## config.mk

```make
export PLATFORM = sky130hd
export DESIGN_NAME = data_pulse_rx
export DESIGN_NICKNAME = d
export VERILOG_FILES = /design/src/rtl/data_pulse_rx.sv
export SDC_FILE = /design/constraint.sdc
export NUM_CORES = 1
export LEC_CHECK = 0
export ABC_AREA = 1
export CORE_ASPECT_RATIO = 1.4
export CORE_UTILIZATION = 46
export DETAILED_ROUTE_END_ITERATION = 10
export PLACE_DENSITY = 0.68
export SLEW_MARGIN = 20
export SYNTH_ARGS = -nofsm -noshare
export SYNTH_HDL_FRONTEND = slang
export SYNTH_SLANG_ARGS = --single-unit
```

## constraint.sdc

```tcl
create_clock -name clk -period 1.17 [get_ports clk]
set_clock_uncertainty 0.1 [all_clocks]
set_input_delay 0.234 -clock clk [delete_from_list [all_inputs] [get_ports clk]]
set_output_delay 0.234 -clock clk [all_outputs]
set_load 0.03 [all_outputs]
```

## src/rtl/data_pulse_rx.sv

```systemverilog
// -----------------------------------------------------------------------------
// data_pulse_rx
//
// Receiver for an idle-high, LSB-first data-pulse line. The line is passed
// through a two-flop synchroniser. A low start bit is verified at the middle
// of its bit cell. DATA_BITS data bits are then sampled at mid-bit, followed
// by a high stop bit. A good frame updates data_out with a one-cycle
// data_valid strobe. A low stop bit gives a one-cycle frame_err strobe, and
// the receiver then waits for the line to return high before it will look for
// another start bit. There is no back-pressure.
//
// Parameters
//   DATA_BITS     data bits per frame (1..16)
//   CLKS_PER_BIT  clock cycles per bit cell (1..255)
//
// Ports
//   clk         system clock, all logic on posedge
//   rst         synchronous active-high reset
//   rx_in       serial line (idle high)
//   data_out    last good word, held until the next good frame
//   data_valid  one-cycle pulse when data_out is updated
//   frame_err   one-cycle pulse when the stop bit is sampled low
//   busy        high while a frame is in progress (START/DATA/STOP)
// -----------------------------------------------------------------------------
module data_pulse_rx #(
    parameter int DATA_BITS    = 8,
    parameter int CLKS_PER_BIT = 1
) (
    input  logic                 clk,
    input  logic                 rst,
    input  logic                 rx_in,
    output logic [DATA_BITS-1:0] data_out,
    output logic                 data_valid,
    output logic                 frame_err,
    output logic                 busy
);

    // Half-cell offset: where the middle of a bit cell falls, measured from
    // the cycle in which the start edge is first seen.
    localparam int H     = (CLKS_PER_BIT - 1) / 2;
    localparam int CNT_W = (CLKS_PER_BIT > 1) ? $clog2(CLKS_PER_BIT) : 1;
    localparam int IDX_W = $clog2(DATA_BITS + 1);

    localparam logic [CNT_W-1:0] CNT_LAST = CNT_W'(CLKS_PER_BIT - 1);
    localparam logic [CNT_W-1:0] H_LAST   = CNT_W'((H > 0) ? (H - 1) : 0);
    localparam logic [IDX_W-1:0] IDX_LAST = IDX_W'(DATA_BITS - 1);
    localparam bit               H_ZERO   = (H == 0);

    typedef enum logic [2:0] {
        S_IDLE,
        S_START,
        S_DATA,
        S_STOP,
        S_WAIT_IDLE
    } state_t;

    state_t                 state_q, state_d;
    logic                   s1_q, s2_q;
    logic [CNT_W-1:0]       cnt_q, cnt_d;
    logic [IDX_W-1:0]       idx_q, idx_d;
    logic [DATA_BITS-1:0]   shift_q, shift_d;
    logic [DATA_BITS-1:0]   data_q, data_d;
    logic                   valid_q, valid_d;
    logic                   err_q, err_d;
    logic                   busy_q, busy_d;
    logic [DATA_BITS-1:0]   shift_ins;

    // LSB first: each new bit enters at the MSB and the word shifts right, so
    // after DATA_BITS samples bit 0 sits at the LSB.
    generate
        if (DATA_BITS == 1) begin : g_shift_one
            assign shift_ins = s2_q;
        end else begin : g_shift_many
            assign shift_ins = {s2_q, shift_q[DATA_BITS-1:1]};
        end
    endgenerate

    // Synchroniser. Both flops reset high so that leaving reset never looks
    // like a start edge.
    always_ff @(posedge clk) begin
        if (rst) begin
            s1_q <= 1'b1;
            s2_q <= 1'b1;
        end else begin
            s1_q <= rx_in;
            s2_q <= s1_q;
        end
    end

    always_ff @(posedge clk) begin
        if (rst) begin
            state_q <= S_IDLE;
            cnt_q   <= '0;
            idx_q   <= '0;
            shift_q <= '0;
            data_q  <= '0;
            valid_q <= 1'b0;
            err_q   <= 1'b0;
            busy_q  <= 1'b0;
        end else begin
            state_q <= state_d;
            cnt_q   <= cnt_d;
            idx_q   <= idx_d;
            shift_q <= shift_d;
            data_q  <= data_d;
            valid_q <= valid_d;
            err_q   <= err_d;
            busy_q  <= busy_d;
        end
    end

    always_comb begin
        state_d = state_q;
        cnt_d   = cnt_q;
        idx_d   = idx_q;
        shift_d = shift_q;
        data_d  = data_q;
        valid_d = 1'b0;
        err_d   = 1'b0;

        case (state_q)
            S_IDLE: begin
                if (!s2_q) begin
                    cnt_d   = '0;
                    idx_d   = '0;
                    shift_d = '0;
                    // With no half-cell offset the start bit is verified by
                    // the very sample that detected it.
                    if (H_ZERO) begin
                        state_d = S_DATA;
                    end else begin
                        state_d = S_START;
                    end
                end
            end

            S_START: begin
                if (cnt_q == H_LAST) begin
                    cnt_d = '0;
                    if (s2_q) begin
                        state_d = S_IDLE;   // glitch: drop silently
                    end else begin
                        state_d = S_DATA;
                    end
                end else begin
                    cnt_d = cnt_q + CNT_W'(1);
                end
            end

            S_DATA: begin
                if (cnt_q == CNT_LAST) begin
                    cnt_d   = '0;
                    shift_d = shift_ins;
                    if (idx_q == IDX_LAST) begin
                        state_d = S_STOP;
                    end else begin
                        idx_d = idx_q + IDX_W'(1);
                    end
                end else begin
                    cnt_d = cnt_q + CNT_W'(1);
                end
            end

            S_STOP: begin
                if (cnt_q == CNT_LAST) begin
                    cnt_d = '0;
                    if (s2_q) begin
                        data_d  = shift_q;
                        valid_d = 1'b1;
                        state_d = S_IDLE;
                    end else begin
                        err_d   = 1'b1;
                        state_d = S_WAIT_IDLE;
                    end
                end else begin
                    cnt_d = cnt_q + CNT_W'(1);
                end
            end

            S_WAIT_IDLE: begin
                // A line held low (break) reports one error, not a stream.
                if (s2_q) begin
                    state_d = S_IDLE;
                end
            end

            default: begin
                state_d = S_IDLE;
            end
        endcase

        busy_d = (state_d == S_START) || (state_d == S_DATA) || (state_d == S_STOP);
    end

    assign data_out   = data_q;
    assign data_valid = valid_q;
    assign frame_err  = err_q;
    assign busy       = busy_q;

endmodule

```

-- Word level (Yosys, flattened, before mapping)
Cells that the tools add are included.
- add/subtract/negate cells: 2
- equality and inequality tests: 11
- multiplexer cells: 21
- bitwise logic cells: 2
- reductions and logical operators: 11
- operators by type and width (kind ; count):
    two-way mux 3 bit ; 7
    two-way mux 8 bit ; 2
    case mux 8 bit (2 select lines) ; 1
    case mux 3 bit (5 select lines) ; 1
    equality test 3 x 2 -> 1 bit, second input constant ; 4
    two-way mux 4 bit ; 3
    case mux 4 bit (2 select lines) ; 1
    equality test 3 x 1 -> 1 bit, second input constant ; 2
    inequality test 2 bit, second input constant ; 3
    AND reduction 3 bit ; 2
    OR reduction 3 bit ; 2
    adder 4 x 1 -> 4 bit, second input constant ; 1
    equality test 4 x 3 -> 1 bit, second input constant ; 1
    two-way mux 1 bit ; 4
    AND reduction 4 bit ; 1
    nonzero test 2 bit ; 2
    equality test 3 bit, second input constant ; 1
    zero test 3 bit ; 1
    logical OR 1 bit ; 2
    two-way mux 2 bit ; 1
    inverter 1 bit ; 2
    case mux 1 bit (2 select lines) ; 1
    AND reduction 2 bit ; 1
    adder 1 bit, second input constant ; 1
- register bits: 29
- input bits: 3
- output and inout bits: 11
- word-level logic and storage cells: 57

-- Longest topological paths before layout
- depth in word-level cells: 7
- gate-level depth with buffers: 8
- mapped depth without buffers: 8

-- Least setup slack after synthesis
Ideal clock, no wire load.
- path type: register to register
- from: register idx_q[0]
- to: register idx_q[0]
- setup time: 0.119 ns
- arrival: 1.019 ns
- required time: 0.951 ns
- slack: -0.069 ns
- stages on the path, launching flop included: 7
- buffers on the path: 0
- period minus slack after synthesis: 1.239 ns
- path through: dfxtp_1 > ha_1 > nand2_1 > nor2_1 > nor2_1 > o21ai_0 > a21oi_1
- longest elaborated chain between the ends: 4
- elaborated cells between the ends (all ways): 7
- those cells by class: 1 x add/sub; 2 x eq/ne; 3 x mux; 1 x reduce/logical
- ends and longest elaborated chain (item ; RTL line ; text):
    start: declaration ; 60 ; logic [IDX_W-1:0] idx_q, idx_d;
    start signal: assignment ; 103 ; idx_q <= idx_d;
    adder 4 x 1 -> 4 bit ; 157 ; idx_d = idx_q + IDX_W'(1);
    two-way mux 4 bit ; 154 ; if (idx_q == IDX_LAST) begin
    two-way mux 4 bit ; 151 ; if (cnt_q == CNT_LAST) begin
    case mux 4 bit (2 select lines) ; 121 ; case (state_q)
Several ways; a longest one is shown, not always the timed one. The select of a mux whose other input is x is not followed.
A chain may end at the register's enable or synchronous reset.

-- Final worst setup path
Same ends and word-level chain as after synthesis.

==> results.yml <==
setup_path:
  crit_cells: 7
  crit_path_frequent_cell: "nand2_4"
  r2r_cells: 7
  end_kind: "flip-flop"
  cpLargestDelayFamily: "flip-flops"
  worstPathRequired_ns: 1.35
  critPathLaunch: "idx_q[0]"
  critPathMaxStageDelay_ns: 0.39
  cp-start-kind: "flip-flop"
  worstSetupPathType: "reg -> reg"
  r2r-end: "idx_q[0]"
  cp_cell_sequence: "ha_4 > nand2_4 > nor2_4 > nand2_4 > nand2_4 > inv_1 > a21oi_2"
  arrival_ns: 1.38
  crit_path_top_delay_cell: "dfxtp_2"
  crit_fanout: 4
  crit_path_end: "idx_q[0]"
  path_buf_inv: 1
  worstReg2RegStart: "idx_q[0]"
  regToRegSetupSlack_ns: -0.02
drt:
  drc: 5
  num_vias: 960
  dr.pass1.iters: 7
  wirelength_um: 2410
  avgRoutedWirePerCell_um: 12.9
  via_per_inst: 5.16
  drt_iter0_markers: 19
  drtAntennaViolNets: 0
run_status:
  violations: "DRC, setup timing"
  status: "finished, violations left"
sta:
  hold_violations: 0
  rsz0062_at_grt: "yes"
  min_period_ns: 1.19
  setup_ws_ns: -0.0237
  setup_viol: 4
  slew_viol_final: 0
  fmax_ghz: 0.838
  tightest_slew_ns: 0.202
  relSlewSlack_pct: 86.5
  setup_tns_ns: -0.0707
  post-route-period-util_pct: 102
grt:
  met2_usage_pct: 35.1
  grtUsageMet3_pct: 3.32
  grt_usage_pct: 19.8
  busiest_layer: "met2"
  grt_max_degree: 17
  grt-ovfl-total: 0
  grt_antenna_before_repair: 0
  grt_pass1_vias: 906
  met1_usage_pct: 21.1
  grt_pass1_wl_um: 3810
cts:
  postCtsHoldBufs: 0
  cts_max_path_buffers: 2
  worstSkewPairLatency_ns: 0.33
  cts_root_buf: "clkbuf_4"
  cts.clk_slew.worst_paths_ns: 0.15
  cts_tree: "done"
  cts_made_buffers: 3
  cts_htree_levels: 1
  cts.sinks: 28
yosys:
  ys_ff_latch: 28
  yosysWarnings: 0
  synth_nets: 141
  synth_top_cell_by_area: "dfxtp_1"
  synth.top_cells.by_area: "dfxtp_1, nand2_1, a21oi_1"
  ys_seq_area_share_pct: 51.0
  synthDistinctLibCells: 22
  syn_area_per_cell_um2: 8.03
  synth_top_cell_area_share_pct: 51.0
  synth_area_um2: 1100
  syn_inst: 137
floorplan:
  die-area_um2: 2590
  rows: 20
  die_h_um: 59.9
  initial_utilization_pct: 49.4
  core_area_um2: 2230
  num_io_pins: 14
  die_x_um: 43.3
cells_and_area:
  n_antenna_cell: 0
  final_cell_count_no_fill: 186
  num-fill-cells: 165
  drive_gt1_share_pct: 49.4
  syn_to_final_growth_pct: 44.4
  fin_nets: 169
power:
  power_uw: 1740
  p_leak_uw: 0.000634
  p_per_area_nw_per_um2: 1100
  ir_drop_uv: 828
placement:
  place_inst: 178
  hpwl_um: 1530
  dpl_worst_slack_ns: -0.159
  finalWeightedCongestion: 0.772
  portBuffers: 13
min_path:
  hold_path_class: "reg -> reg"
run:
  maxCapViolations: 0
==> cell families (layout without fill, tap and decap cells) <==
kind of cell | after synthesis | count (layout) | synth area share [%]
compound gates | 23 | 23 | 11.5
fa+ha+maj | 1 | 1 | 1.14
buf+inv | 16 | 43 | 6.60
flops | 28 | 28 | 51.0
simple gates | 69 | 69 | 29.8
==> Yosys cell counts <==
cell type and n:
a211oi_2 1, a21oi_1 19, a21oi_2 1, buf_2 4, buf_6 1, clkbuf_1 1
dfxtp_1 28, ha_1 1, inv_1 8, inv_2 2, nand2_1 37, nand2_2 4
nand2_4 2, nand3_1 9, nand4_1 1, nor2_1 11, nor2_4 1, nor2_8 1
nor3_1 1, o21ai_0 1, o21ai_1 1, or2_2 2
==> where the power goes <==
group / internal [uW] / switching, uW / total, uW / leakage, uW
clock network: 347 / 287 / 634 / 0.0000279
logic: 56.1 / 81.6 / 138 / 0.000370
registers: 960 / 12.0 / 972 / 0.000235
==> flip-flops by register name, summed over array words and instances (netlist names) <==
| name | flops |
|---|---|
| s1_q | 1 |
| state_q | 3 |
| shift_q | 8 |
| s2_q | 1 |
| data_out | 8 |
| idx_q | 4 |
| data_valid | 1 |
| frame_err | 1 |
| busy | 1 |
==> worst min-delay path by stage <==
stage | startpoint | to | slack (ns) | cells past startpoint
2_1_floorplan | rx_in | s1_q | 0.24 | 1
3_3_place_gp | s1_q | s2_q | 0.29 | 1
3_5_place_dp | s1_q | s2_q | 0.31 | 1
4_1_cts | s1_q | s2_q | 0.35 | 1
5_1_grt | rx_in | s1_q | 0.35 | 2
6_report | s1_q | s2_q | 0.34 | 1
==> per-stage QoR <==
stage	util [%]	hold WS, ns	cell area [um^2]
after floorplan	-	0.238	1120
after detailed placement	59.0	0.309	1320
after global routing	71.3	0.352	1590
final	71.3	0.338	1590
after global placement	59.0	0.294	1320
after CTS	66.0	0.347	1470
==> per-layer routing <==
metal,routed length [um],up-vias
met5,0,-
met4,60,0
met3,40,6
met2,1320,14
met1,987,449
li1,-,491
==> worst reg2reg max path: stages, from the launching register on <==
cell and delay (ns):
dfxtp_2 0.39, ha_4 0.16, nand2_4 0.06, nor2_4 0.13, nand2_4 0.09, nand2_4 0.08, inv_1 0.05, a21oi_2 0.10
==> area by class of cell <==
| class | count | area, um^2 | area share [%] |
|---|---|---|---|
| clock inverters | 1 | 30.0 | 1.89 |
| clock buffers | 3 | 22.5 | 1.42 |
| well taps | 22 | 27.5 | 1.73 |
| repair buffers | 29 | 289 | 18.2 |
| flip-flops and latches | 28 | 588 | 37.0 |
| multi-input cells | 93 | 588 | 37.0 |
| inverters | 10 | 42.5 | 2.68 |
==> timing repair <==
action | 4_1_cts | 5_1_grt
cloned | 0 | 0
resized for setup | 30 | 28
buffers inserted | 1 | 3
endpoints found under the setup margin | 32 | 33
pin swaps | 6 | 5
==> layout by cell type (no fill, tap or decap) <==
cell type	n
clkbuf_4	3
inv_1	6
a21oi_2	5
buf_4	14
nand2_8	2
buf_6	11
o21ai_1	1
bufinv_16	1
dfxtp_2	13
inv_6	1
nand3_2	1
nor2_4	3
buf_12	2
nand2_1	31
nor2_1	6
nand4_1	1
a211oi_2	1
nor2_2	3
nor3_1	1
dfxtp_1	12
dfxtp_4	3
clkdlybuf4s50_1	2
o21ai_2	1
nand2_4	6
ha_4	1
a21oi_1	15
nor2_8	1
or2_2	2
nand2_2	4
nand3_1	8
inv_2	3
No activity file was read; power rests on OpenSTA's default activity.
==> patch: new RTL, same flow settings <==
The parameter `DATA_BITS` goes from 8 to 16.
--- a/src/rtl/data_pulse_rx.sv
+++ b/src/rtl/data_pulse_rx.sv
@@ -23,7 +23,7 @@
 //   busy        high while a frame is in progress (START/DATA/STOP)
 // -----------------------------------------------------------------------------
 module data_pulse_rx #(
-    parameter int DATA_BITS    = 8,
+    parameter int DATA_BITS    = 16,
     parameter int CLKS_PER_BIT = 1
 ) (
     input  logic                 clk,
Ports: changed (resized data_out); port bits go from 14 to 22. No check against the original RTL was run, so the function may have changed too.
==> patch against the unedited design <==
The run ends with setup timing left. Utilization rose by 10 points. Sequential share of layout area shrank 5.9 points. Final area is 87% higher. Area after synthesis increased by 60%. First-iteration DRC count rose by 5.3%. Die area grew 57%. Worst hold slack worse by 0.022 ns. Setup slack worse by 0.20 ns. Power is 65% higher. Wire length is 100% higher. Synthesized cell count increased by 60%. Sequential cell count is 17 higher. Critical path type unchanged. Largest cell class is now multi-input gates.
==> patch: results (changes against the unedited design) <==
| Metric | Value |
|---|---|
| Seq/Total Area, Yosys | 51.2% (was 51.0%) |
| Failing checks | setup timing (was DRC, setup timing) |
| Syn Nets | 224 (was 141) |
| Vias | 1652 (was 960) |
| WL per Instance | 15.3 µm (was 12.9 µm) |
| Area contributors post-synth | dfxtp_1 51%, inv_1 11%, a21oi_1 6.3% (was dfxtp_1 51%, nand2_1 13%, a21oi_1 8.6%) |
| Vias in the first global route | 1509 (was 906) |
| Setup violations, final | 37 (was 4) |
| Drt first-iter violations | 20 (was 19) |
| P_leak | 1.08 nW (was 0.634 nW) |
| Net count, final | 283 (was 169) |
| Ratio of cells with drive above 1 in the final layout | 56.6% (was 49.4%) |
| PnR worst setup slack | -0.223 ns (was -0.0237 ns) |
| Setup_tns | -4.25 ns (was -0.0707 ns) |
| Clock slew seen by the registers of the worst setup and hold paths | 0.08 ns (was 0.15 ns) |
| Outcome | finished, violations left (unchanged) |
| Drt pass-1 iters | 4 (was 7) |
| Total GRT Usage | 23.9% (was 19.8%) |
| Synth top cells by count | 51 x inv_1, 45 x dfxtp_1, 23 x nor2_1 (was 37 x nand2_1, 28 x dfxtp_1, 19 x a21oi_1) |
| Worst Setup Slack post-DPL | -0.296 ns (was -0.159 ns) |
| Root Buffer | clkbuf_8 (was clkbuf_4) |
| H-tree Lvls | 2 (was 1) |
| Worst-Margin Slew | 0.318 ns (was 0.202 ns) |
| CP max FO | 8 (was 4) |
| First-pass GRT wire length | 6.89 mm (was 3.81 mm) |
| Worst VDD drop | 1.07 mV (was 0.828 mV) |
| RePlAce Congestion | 0.758 (was 0.772) |
| Port bufs | 21 (was 13) |
## patch: final timing paths
| kind | start | end | slack, ns | depth (start not counted) |
|---|---|---|---|---|
| max reg2reg | state_q[0] | shift_q[6] | -0.22 | 5 |
| max | state_q[0] | shift_q[6] | -0.22 | 5 |
| min reg2reg | s1_q | s2_q | 0.32 | 1 |
| min | s1_q | s2_q | 0.32 | 1 |
## patch: stage by stage
| step | power (W) | std cells | util [%] | cell area (µm²) |
|---|---|---|---|---|
| final | 0.00287 | 321 | 81.4 | 2960 |
| after global routing | 0.00298 | 321 | 81.4 | 2960 |
| after CTS | 0.00288 | 317 | 74.8 | 2730 |
| after detailed placement | 0.00174 | 296 | 59.2 | 2160 |
| after global placement | 0.00174 | 296 | 59.2 | 2160 |
| after floorplan | 0.00169 | 219 | - | 1800 |
## patch: power breakdown
group,internal [W],switching (W),total (W)
registers,0.00154,0.0000110,0.00155
logic,0.000116,0.000153,0.000269
clock network,0.000534,0.000523,0.00106
## patch: layer usage
metal	up-vias	track usage, %	wire [µm]
met5	-	0	0
met4	0	11.4	251
met3	23	5.25	128
met2	43	44.4	2650
met1	773	24.0	1870
li1	813	-	-
## patch: worst max-delay path, cell delays in order, from the launching register on
cell and delay, ns:
dfxtp_4 0.37, nor2_4 0.29, nand2_4 0.18, o22ai_2 0.20
inv_1 0.06, nor2_1 0.12
## patch: timing repair
action	CTS	global route
setup endpoints to repair	36	50
pin swaps	14	36
resized for setup	61	61
setup buffers	9	7
gates cloned	4	2
## patch: cells by family (layout without fill, tap and decap cells)
logic type	after synthesis	count (layout)	share of synthesized area, %
buffers and inverters	64	122	15.4
AO/OA/AOI/OAI	57	57	17.4
AND/OR/NAND/NOR	51	53	14.7
flip-flops	45	45	51.2
adder cells (fa/ha/maj)	2	2	1.42
## patch: cell type report
| class | count | area, µm² |
|---|---|---|
| Multi-Input combinational cell | 112 | 1030 |
| Sequential cell | 45 | 922 |
| Fill cell | 222 | 679 |
| Timing Repair Buffer | 60 | 643 |
| Inverter | 54 | 211 |
| Clock buffer | 7 | 96.3 |
| Tap cell | 42 | 52.6 |
| Clock inverter | 1 | 5.00 |
